## config.mk

```make
export PLATFORM = sky130hd
export DESIGN_NAME = hex_counter
export DESIGN_NICKNAME = d
export VERILOG_FILES = /design/src/rtl/display_pkg.sv /design/src/rtl/hex_digit.sv /design/src/rtl/hex_counter.sv
export SDC_FILE = /design/constraint.sdc
export NUM_CORES = 1
export LEC_CHECK = 0
export CAP_MARGIN = 20
export CORE_MARGIN = 1
export CORE_UTILIZATION = 54
export CTS_BUF_LIST = sky130_fd_sc_hd__clkbuf_8
export CTS_CLUSTER_SIZE = 14
export DETAILED_ROUTE_END_ITERATION = 10
export PLACE_DENSITY = 0.79
export SYNTH_ARGS = -nofsm -noshare
export SYNTH_HDL_FRONTEND = slang
export SYNTH_SLANG_ARGS = --single-unit
```

## constraint.sdc

```tcl
create_clock -name Clock -period 3.03 [get_ports Clock]
set_clock_uncertainty 0.1 [all_clocks]
set_input_delay 0.606 -clock Clock [delete_from_list [all_inputs] [get_ports Clock]]
set_output_delay 0.606 -clock Clock [all_outputs]
set_load 0.02 [all_outputs]
```

## src/rtl/display_pkg.sv

```systemverilog
// Shared digit types for the hex counter and the 7-segment decoder stage.
package display_pkg;
  localparam int DIGIT_W = 4;
  typedef logic [DIGIT_W-1:0] digit_t;
  localparam digit_t DIGIT_MAX = 4'hF;
endpackage

```

## src/rtl/hex_digit.sv

```systemverilog
// One mod-16 up/down digit cell; load wins, otherwise steps when the carry reaches it.
// Registered digit, combinational carry-out into the next cell; no backpressure.
module hex_digit
  import display_pkg::*;
(
  input  logic   Clock,
  input  logic   Resetn,
  input  logic   i_load,
  input  digit_t i_load_val,
  input  logic   i_adv,
  input  logic   i_up,
  input  logic   i_cin,
  output digit_t o_digit,
  output logic   o_cout
);
  digit_t r_digit;

  always_ff @(posedge Clock or negedge Resetn) begin
    if (!Resetn) begin
      r_digit <= '0;
    end else if (i_load) begin
      r_digit <= i_load_val;
    end else if (i_adv && i_cin) begin
      r_digit <= i_up ? r_digit + 1'b1 : r_digit - 1'b1;
    end
  end

  // Ripple only when this cell is about to wrap in the current direction.
  assign o_cout  = i_cin && (i_up ? (r_digit == DIGIT_MAX) : (r_digit == '0));
  assign o_digit = r_digit;
endmodule

```

## src/rtl/hex_counter.sv

```systemverilog
// Multi-digit hex up/down counter with prescaled auto tick, synchronised step button and load.
// All outputs registered: tick/step advance visible the cycle Tick pulses, Step after 3 edges.
module hex_counter
  import display_pkg::*;
#(
  parameter int DIGITS   = 4,
  parameter int PRESCALE = 50_000_000
) (
  input  logic                      Clock,
  input  logic                      Resetn,
  input  logic                      Enable,
  input  logic                      Up,
  input  logic                      Step,
  input  logic                      Load,
  input  logic [DIGIT_W*DIGITS-1:0] Valor,
  output logic [DIGIT_W*DIGITS-1:0] Digitos,
  output logic                      Tick,
  output logic                      Overflow
);
  localparam int PW = $clog2(PRESCALE);

  logic [PW-1:0] r_presc;
  logic          r_tick;
  logic          r_ovf;
  logic          r_step_s1;
  logic          r_step_s2;
  logic          r_step_prev;
  logic          w_term;
  logic          w_step_edge;
  logic          w_adv;
  logic [DIGITS:0] w_carry;

  // Terminal count is decoded combinationally so the digits move on the same edge Tick rises.
  assign w_term      = Enable && (r_presc == PW'(PRESCALE - 1));
  assign w_step_edge = r_step_s2 && !r_step_prev;
  assign w_adv       = w_term || w_step_edge;

  always_ff @(posedge Clock or negedge Resetn) begin
    if (!Resetn) begin
      r_presc <= '0;
      r_tick  <= 1'b0;
    end else if (Load) begin
      r_presc <= '0;
      r_tick  <= 1'b0;
    end else begin
      r_tick <= w_term;
      if (w_term) begin
        r_presc <= '0;
      end else if (Enable) begin
        r_presc <= r_presc + 1'b1;
      end
    end
  end

  always_ff @(posedge Clock or negedge Resetn) begin
    if (!Resetn) begin
      r_step_s1   <= 1'b0;
      r_step_s2   <= 1'b0;
      r_step_prev <= 1'b0;
    end else begin
      r_step_s1   <= Step;
      r_step_s2   <= r_step_s1;
      r_step_prev <= r_step_s2;
    end
  end

  assign w_carry[0] = w_adv;

  for (genvar g = 0; g < DIGITS; g++) begin : g_digit
    hex_digit u_digit (
      .Clock      (Clock),
      .Resetn     (Resetn),
      .i_load     (Load),
      .i_load_val (Valor[DIGIT_W*g +: DIGIT_W]),
      .i_adv      (w_adv),
      .i_up       (Up),
      .i_cin      (w_carry[g]),
      .o_digit    (Digitos[DIGIT_W*g +: DIGIT_W]),
      .o_cout     (w_carry[g+1])
    );
  end

  always_ff @(posedge Clock or negedge Resetn) begin
    if (!Resetn) begin
      r_ovf <= 1'b0;
    end else begin
      r_ovf <= !Load && w_carry[DIGITS];
    end
  end

  assign Tick     = r_tick;
  assign Overflow = r_ovf;
endmodule

```

==> reports/metrics.cfg, run 1 <==
[grt]
overflow = 0
antenna_found_initial = 0
grt_pass1_wl_um = 10600
grt_max_degree = 25
grt_use_total_pct = 25.2
grt_pass1_vias = 2310

[sta]
setup_viol_count_final = 0
slew_headroom_pct = 65.9
grt_setup_unrepaired = no
worst_pin_slew_ns = 0.511
hold_viol = 0
whs_ns = 0.161
slew_viol_final = 0
finalCritPeriodShare_pct = 87.4
finalSetupTns_ns = 0
fmax_mhz = 378
fin_crit_ns = 2.65

[logic_synthesis]
ys_seq_elements = 47
yosysTopAreaCell = dfrtp_1
syn_avg_cell_area_sq_um = 9.25
yosysTopAreaCellShare_pct = 41.3
synth_ff_type = dfrtp_1
netlist_area_sq_um = 2850
synth.most_common_cell = dfrtp_1
syn_nets = 343
synthCells = 308
synth_edf_count = 0
yosys-top-cells-area = dfrtp_1, xnor2_1, nor2_1
async_reset_ff_share_pct = 100
yosys_warnings = 0
yosysUniqueCellTypes = 45
synthTopCellsByCount = dfrtp_1, nor2_1, nand2_1
ys_seq_area_share_pct = 41.3

[cells_and_area]
area_growth_pct = 21.4
post-route-util_pct = 67.7
num_antenna_cells = 0
drive_gt1_share_pct = 9.55
finalNetCount = 390

[clock_tree]
ctsHoldBuffers = 0
htree_num_levels = 2
clk_pin_slew_ns = 0.09
clock_sinks = 47
cts_setup_buffers = 0
cts_tree = built
root_buffer = clkbuf_8
cts_buffer_depth = 2
cts_resized = 0
cts_made_buffers = 5
clk_latency_ns = 0.30

[detailed_routing]
first_pass_iters = 4
ant_nets = 0
vias = 2420
wire_per_inst_um = 14.7
drt_iter0_markers = 135
drc = 0
via_per_inst = 5.68
postRouteWirelength_um = 6280

[status]
status = complete, no violations

[floorplanning]
dieArea_sq_um = 5570
rows = 26
die_w_um = 74.6
start_util_pct = 55.8
io-pin-count = 40
die_h_um = 74.6
coreArea_sq_um = 5110

[critical_path]
crit_chain = clkdlybuf4s50_1 > clkinv_1 > buf_4 > ha_1 > a21oi_1 > xnor2_1 > or4_1 > a31oi_1
required_ns = 3.15
slowest_stage = clkdlybuf4s50_1
worstSetupEndpointType = flop
critPathLaunchType = input pin
crit_fanout = 8
max_stage_delay_ns = 0.48
worstPathArrival_ns = 2.76
path_class = input pin to flop

[run]
drv_cap = 0

[power_and_ir_drop]
power_density_nw_per_um2 = 390
leakage_nw = 1.36
peakVddDrop_v = 0.000338

[placement]
io_buffers = 39
place.gp.congestion = 0.868
dp_hpwl_um = 4700

[hold_path]
hp-class = input pin to async pin

-- worst max-delay path: cells and delay by family --
family,cells,cell delay (ns)
AO/OA/AOI/OAI,2,0.36
XOR/XNOR,1,0.10
AND/OR/NAND/NOR,1,0.39
buffers and inverters,3,0.98
adder cells (fa/ha/maj),1,0.32
-- path summary, 6_finish.rpt --
check                                             from                                        end  slack [ns]  depth (start not counted)
worst min register to register     r_step_s1$_DFF_PN0_                        r_step_s2$_DFF_PN0_        0.26                          0
min in group Clock                 r_step_s1$_DFF_PN0_                        r_step_s2$_DFF_PN0_        0.26                          0
worst max register to register  r_presc[0]$_DFFE_PN0P_  g_digit[3].u_digit.o_digit[3]$_DFFE_PN0P_        0.69                          6
worst max-delay path                                Up  g_digit[3].u_digit.o_digit[3]$_DFFE_PN0P_        0.38                          8
worst min-delay path                            Resetn  g_digit[2].u_digit.o_digit[1]$_DFFE_PN0P_        0.16                          1
max in group asynchronous                       Resetn                     r_presc[1]$_DFFE_PN0P_        1.97                          2
-- layout make-up --
type,count,area [sq um]
clock inverter,3,16.3
tap,70,87.6
clock buffer,5,68.8
sequential,47,1180
multi-input combinational,237,1570
fill,433,1650
timing repair buffer,55,505
inverter,9,33.8
-- metal layers --
layer  global-route usage (%)  vias up  routed length [um]
met4                     9.01        0                  57
met2                     40.9       62                3060
met5                        0        -                   0
li1                         -     1188                   -
met1                     34.1     1165                2840
met3                     4.55        5                 324
-- report_power, final --
group,total (W),internal [W],switching (W)
registers,0.000694,0.000653,0.0000411
logic,0.000286,0.000143,0.000143
clock network,0.000370,0.000158,0.000212
total,0.00135,0.000955,0.000396
-- cells by family (layout without fill, tap and decap cells) --
kind of cell	count (synthesis)	after routing	synth area share [%]
AND/OR/NAND/NOR	139	139	26.0
AO/OA/AOI/OAI	49	49	10.5
flip-flops	47	47	41.3
XOR/XNOR	30	30	9.22
buffers and inverters	24	72	3.56
adder cells (fa/ha/maj)	13	13	6.76
multiplexers	6	6	2.72
-- cell usage in the layout, fill, tap and decap left out, types with 2 or more instances in the layout --
| master | n |
|---|---|
| dfrtp_1 | 47 |
| nor2_1 | 41 |
| clkdlybuf4s50_1 | 38 |
| nand2_1 | 24 |
| xnor2_1 | 23 |
| buf_4 | 16 |
| o21ai_0 | 13 |
| nand4_1 | 11 |
| a21oi_1 | 11 |
| nand3_1 | 11 |
| a31oi_1 | 10 |
| nor3_1 | 9 |
| inv_1 | 9 |
| ha_1 | 9 |
| nor4_1 | 8 |
| or4_1 | 7 |
| xor2_1 | 7 |
| and4_1 | 5 |
| clkbuf_8 | 5 |
| a21o_1 | 4 |
| or3_1 | 4 |
| o31ai_1 | 4 |
| fa_1 | 4 |
| and2_1 | 3 |
| nand2b_1 | 3 |
| mux2i_1 | 3 |
| nor4bb_1 | 2 |
| o21a_1 | 2 |
| or4_4 | 2 |
| nand3_2 | 2 |
| or2_2 | 2 |
| o211ai_1 | 2 |
-- registers in the layout (all words and copies together), names as in the netlist --
signal	count
Overflow	1
Tick	1
g_digit.u_digit.o_digit	16
r_presc	26
r_step_prev	1
r_step_s1	1
r_step_s2	1
-- metrics by stage --
stage	std cells	setup slack, ns	power [W]	instance area (sq um)
after floorplan	308	0.239	0.000864	2850
after global placement	418	0.135	0.000987	3370
after detailed placement	418	0.107	0.000995	3370
after CTS	426	0.377	0.00136	3460
after global routing	426	0.224	0.00143	3460
final	426	0.383	0.00135	3460
Power figures use the tool's default switching activity.
==> run 2, diff against run 1 <==
--- a/config.mk
+++ b/config.mk
@@ -12,6 +12,7 @@
 export CTS_CLUSTER_SIZE = 14
 export DETAILED_ROUTE_END_ITERATION = 10
 export PLACE_DENSITY = 0.79
+export RECOVER_POWER = 50
 export SYNTH_ARGS = -nofsm -noshare
 export SYNTH_HDL_FRONTEND = slang
 export SYNTH_SLANG_ARGS = --single-unit
==> run 2 against run 1 <==
Sequential share of layout area is 0.074 points higher. Via count hardly changed. Clock power hardly changed. Total power is 0.27% lower. Register-to-register slack hardly changed. Core utilization is 0.15 points lower. Largest power group unchanged.
==> reports/metrics.cfg, run 2 (synthesis gave the netlist of run 1 again) <==
[critical_path]
critical_path_buf_inv_count = 3  ; unchanged
path_class = input pin to flop
required_ns = 3.15  ; about the same
max_stage_delay_ns = 0.48  ; about the same
worstSetupEndpointType = flop
worstPathArrival_ns = 2.77  ; about the same
cpLargestDelayFamily = buffers and inverters
crit_fanout = 8  ; unchanged
crit_chain = clkdlybuf4s50_1 > clkinv_1 > buf_4 > ha_1 > a21oi_1 > xnor2_1 > or4_1 > a31oi_1
slowest_stage = clkdlybuf4s50_1
critPathLaunchType = input pin

[grt]
grt_pass1_vias = 2310  ; unchanged
overflow = 0  ; unchanged
grt_max_degree = 25  ; unchanged
grt_use_total_pct = 25.2  ; unchanged
grt_pass1_wl_um = 10600  ; unchanged
antenna_found_initial = 0  ; unchanged

[sta]
slew_headroom_pct = 18.4  ; -47 points
hold_viol = 0  ; unchanged
fin_crit_ns = 2.65  ; +0.00429 ns
grt_setup_unrepaired = no
slew_viol_final = 0  ; unchanged
setup_viol_count_final = 0  ; unchanged
fmax_mhz = 377  ; -0.16%
finalSetupTns_ns = 0  ; unchanged
worst_pin_slew_ns = 1.22  ; +0.712 ns
finalCritPeriodShare_pct = 87.5  ; +0.14 points

[cells_and_area]
area_growth_pct = 21.2
largest_reg_flops = 26  ; unchanged
max_flop_register = r_presc
num_antenna_cells = 0  ; unchanged
final_common_cell = dfrtp_1
drive_gt1_share_pct = 8.99  ; -0.56 points
layout_common_cells = dfrtp_1, nor2_1, clkdlybuf4s50_1
finalNetCount = 390  ; unchanged

[detailed_routing]
drc = 0  ; unchanged
postRouteWirelength_um = 6310  ; +0.41%
first_pass_iters = 4  ; unchanged
wire_per_inst_um = 14.8  ; +0.41%
vias = 2419  ; -0.041%
ant_nets = 0  ; unchanged
drt_iter0_markers = 147  ; +8.9%
via_per_inst = 5.68  ; about the same

[clock_tree]
htree_num_levels = 2  ; unchanged
clock_sinks = 47  ; unchanged
cts_buffer_depth = 2  ; unchanged
cts_setup_buffers = 0  ; unchanged
root_buffer = clkbuf_8
cts_made_buffers = 5  ; unchanged
ctsHoldBuffers = 0  ; unchanged
clk_latency_ns = 0.30  ; about the same
clk_pin_slew_ns = 0.08  ; about the same
cts_resized = 0  ; unchanged
cts_tree = built

[power_and_ir_drop]
power_density_nw_per_um2 = 390  ; about the same
fin_total_pwr_w = 0.00135  ; -0.27%
peakVddDrop_v = 0.000336  ; -0.47%
leakage_nw = 1.36  ; about the same

[floorplanning]
coreArea_sq_um = 5110  ; unchanged
rows = 26  ; unchanged
die_w_um = 74.6  ; unchanged
die_h_um = 74.6  ; unchanged
dieArea_sq_um = 5570  ; unchanged
start_util_pct = 55.8  ; unchanged
io-pin-count = 40  ; unchanged

[run]
drv_cap = 0  ; unchanged

[placement]
place.gp.congestion = 0.868  ; unchanged
io_buffers = 39  ; unchanged
dp_hpwl_um = 4700  ; unchanged

[status]
status = complete, no violations

[hold_path]
hp-class = flop to flop

run 2: cell types whose count changed in the layout (fill, tap and decap cells not counted), sizes merged:
cell	previous run	this run
clkdlybuf4s50	38	32
dlygate4sd3	0	6
clkbuf	5	8
buf	17	14
run 2: per-layer routing:
layer,global-route usage [%],vias to the layer above,share of wire [%]
li1,-,1188,-
met5,0,-,0
met2,40.9,66,49
met4,9.01,0,0.97
met1,34.1,1160,45
met3,4.55,5,4.9
run 2: report_power, final:
part / switching (W) / internal, W / leakage (nW)
registers: 0.0000412 / 0.000653 / 0.611
logic: 0.000143 / 0.000140 / 0.706
clock network: 0.000211 / 0.000158 / 0.0453
run 2: cell type report:
cell class                      instances  area [sq um]
Fill cell                             433          1660
Multi-Input combinational cell        237          1570
Sequential cell                        47          1180
Timing Repair Buffer                   55           498
Tap cell                               70          87.6
Clock buffer                            5          68.8
Inverter                                9          33.8
Clock inverter                          3          16.3
run 2: worst paths after layout:
path / slack (ns) / to / startpoint / cells past startpoint
worst max-delay path: 0.38 / g_digit[3].u_digit.o_digit[3]$_DFFE_PN0P_ / Up / 8
worst min-delay path: 0.26 / r_step_s2$_DFF_PN0_ / r_step_s1$_DFF_PN0_ / 0
worst max register to register: 0.69 / g_digit[3].u_digit.o_digit[3]$_DFFE_PN0P_ / r_presc[0]$_DFFE_PN0P_ / 6
worst min register to register: 0.26 / r_step_s2$_DFF_PN0_ / r_step_s1$_DFF_PN0_ / 0
max in group asynchronous: 1.19 / r_presc[1]$_DFFE_PN0P_ / Resetn / 2
min in group asynchronous: 0.43 / g_digit[2].u_digit.o_digit[1]$_DFFE_PN0P_ / Resetn / 1
run 2: metrics by stage:
step	instance area, sq um	setup WS (ns)	instances	util, %	hold slack, ns
finish	3450	0.379	426	67.6	0.261
floorplan	2850	0.239	308	-	0.210
CTS	3460	0.377	426	67.7	0.177
detailed placement	3370	0.107	418	66.1	0.242
global placement	3370	0.135	418	66.1	0.233
global route	3450	0.224	426	67.6	0.281
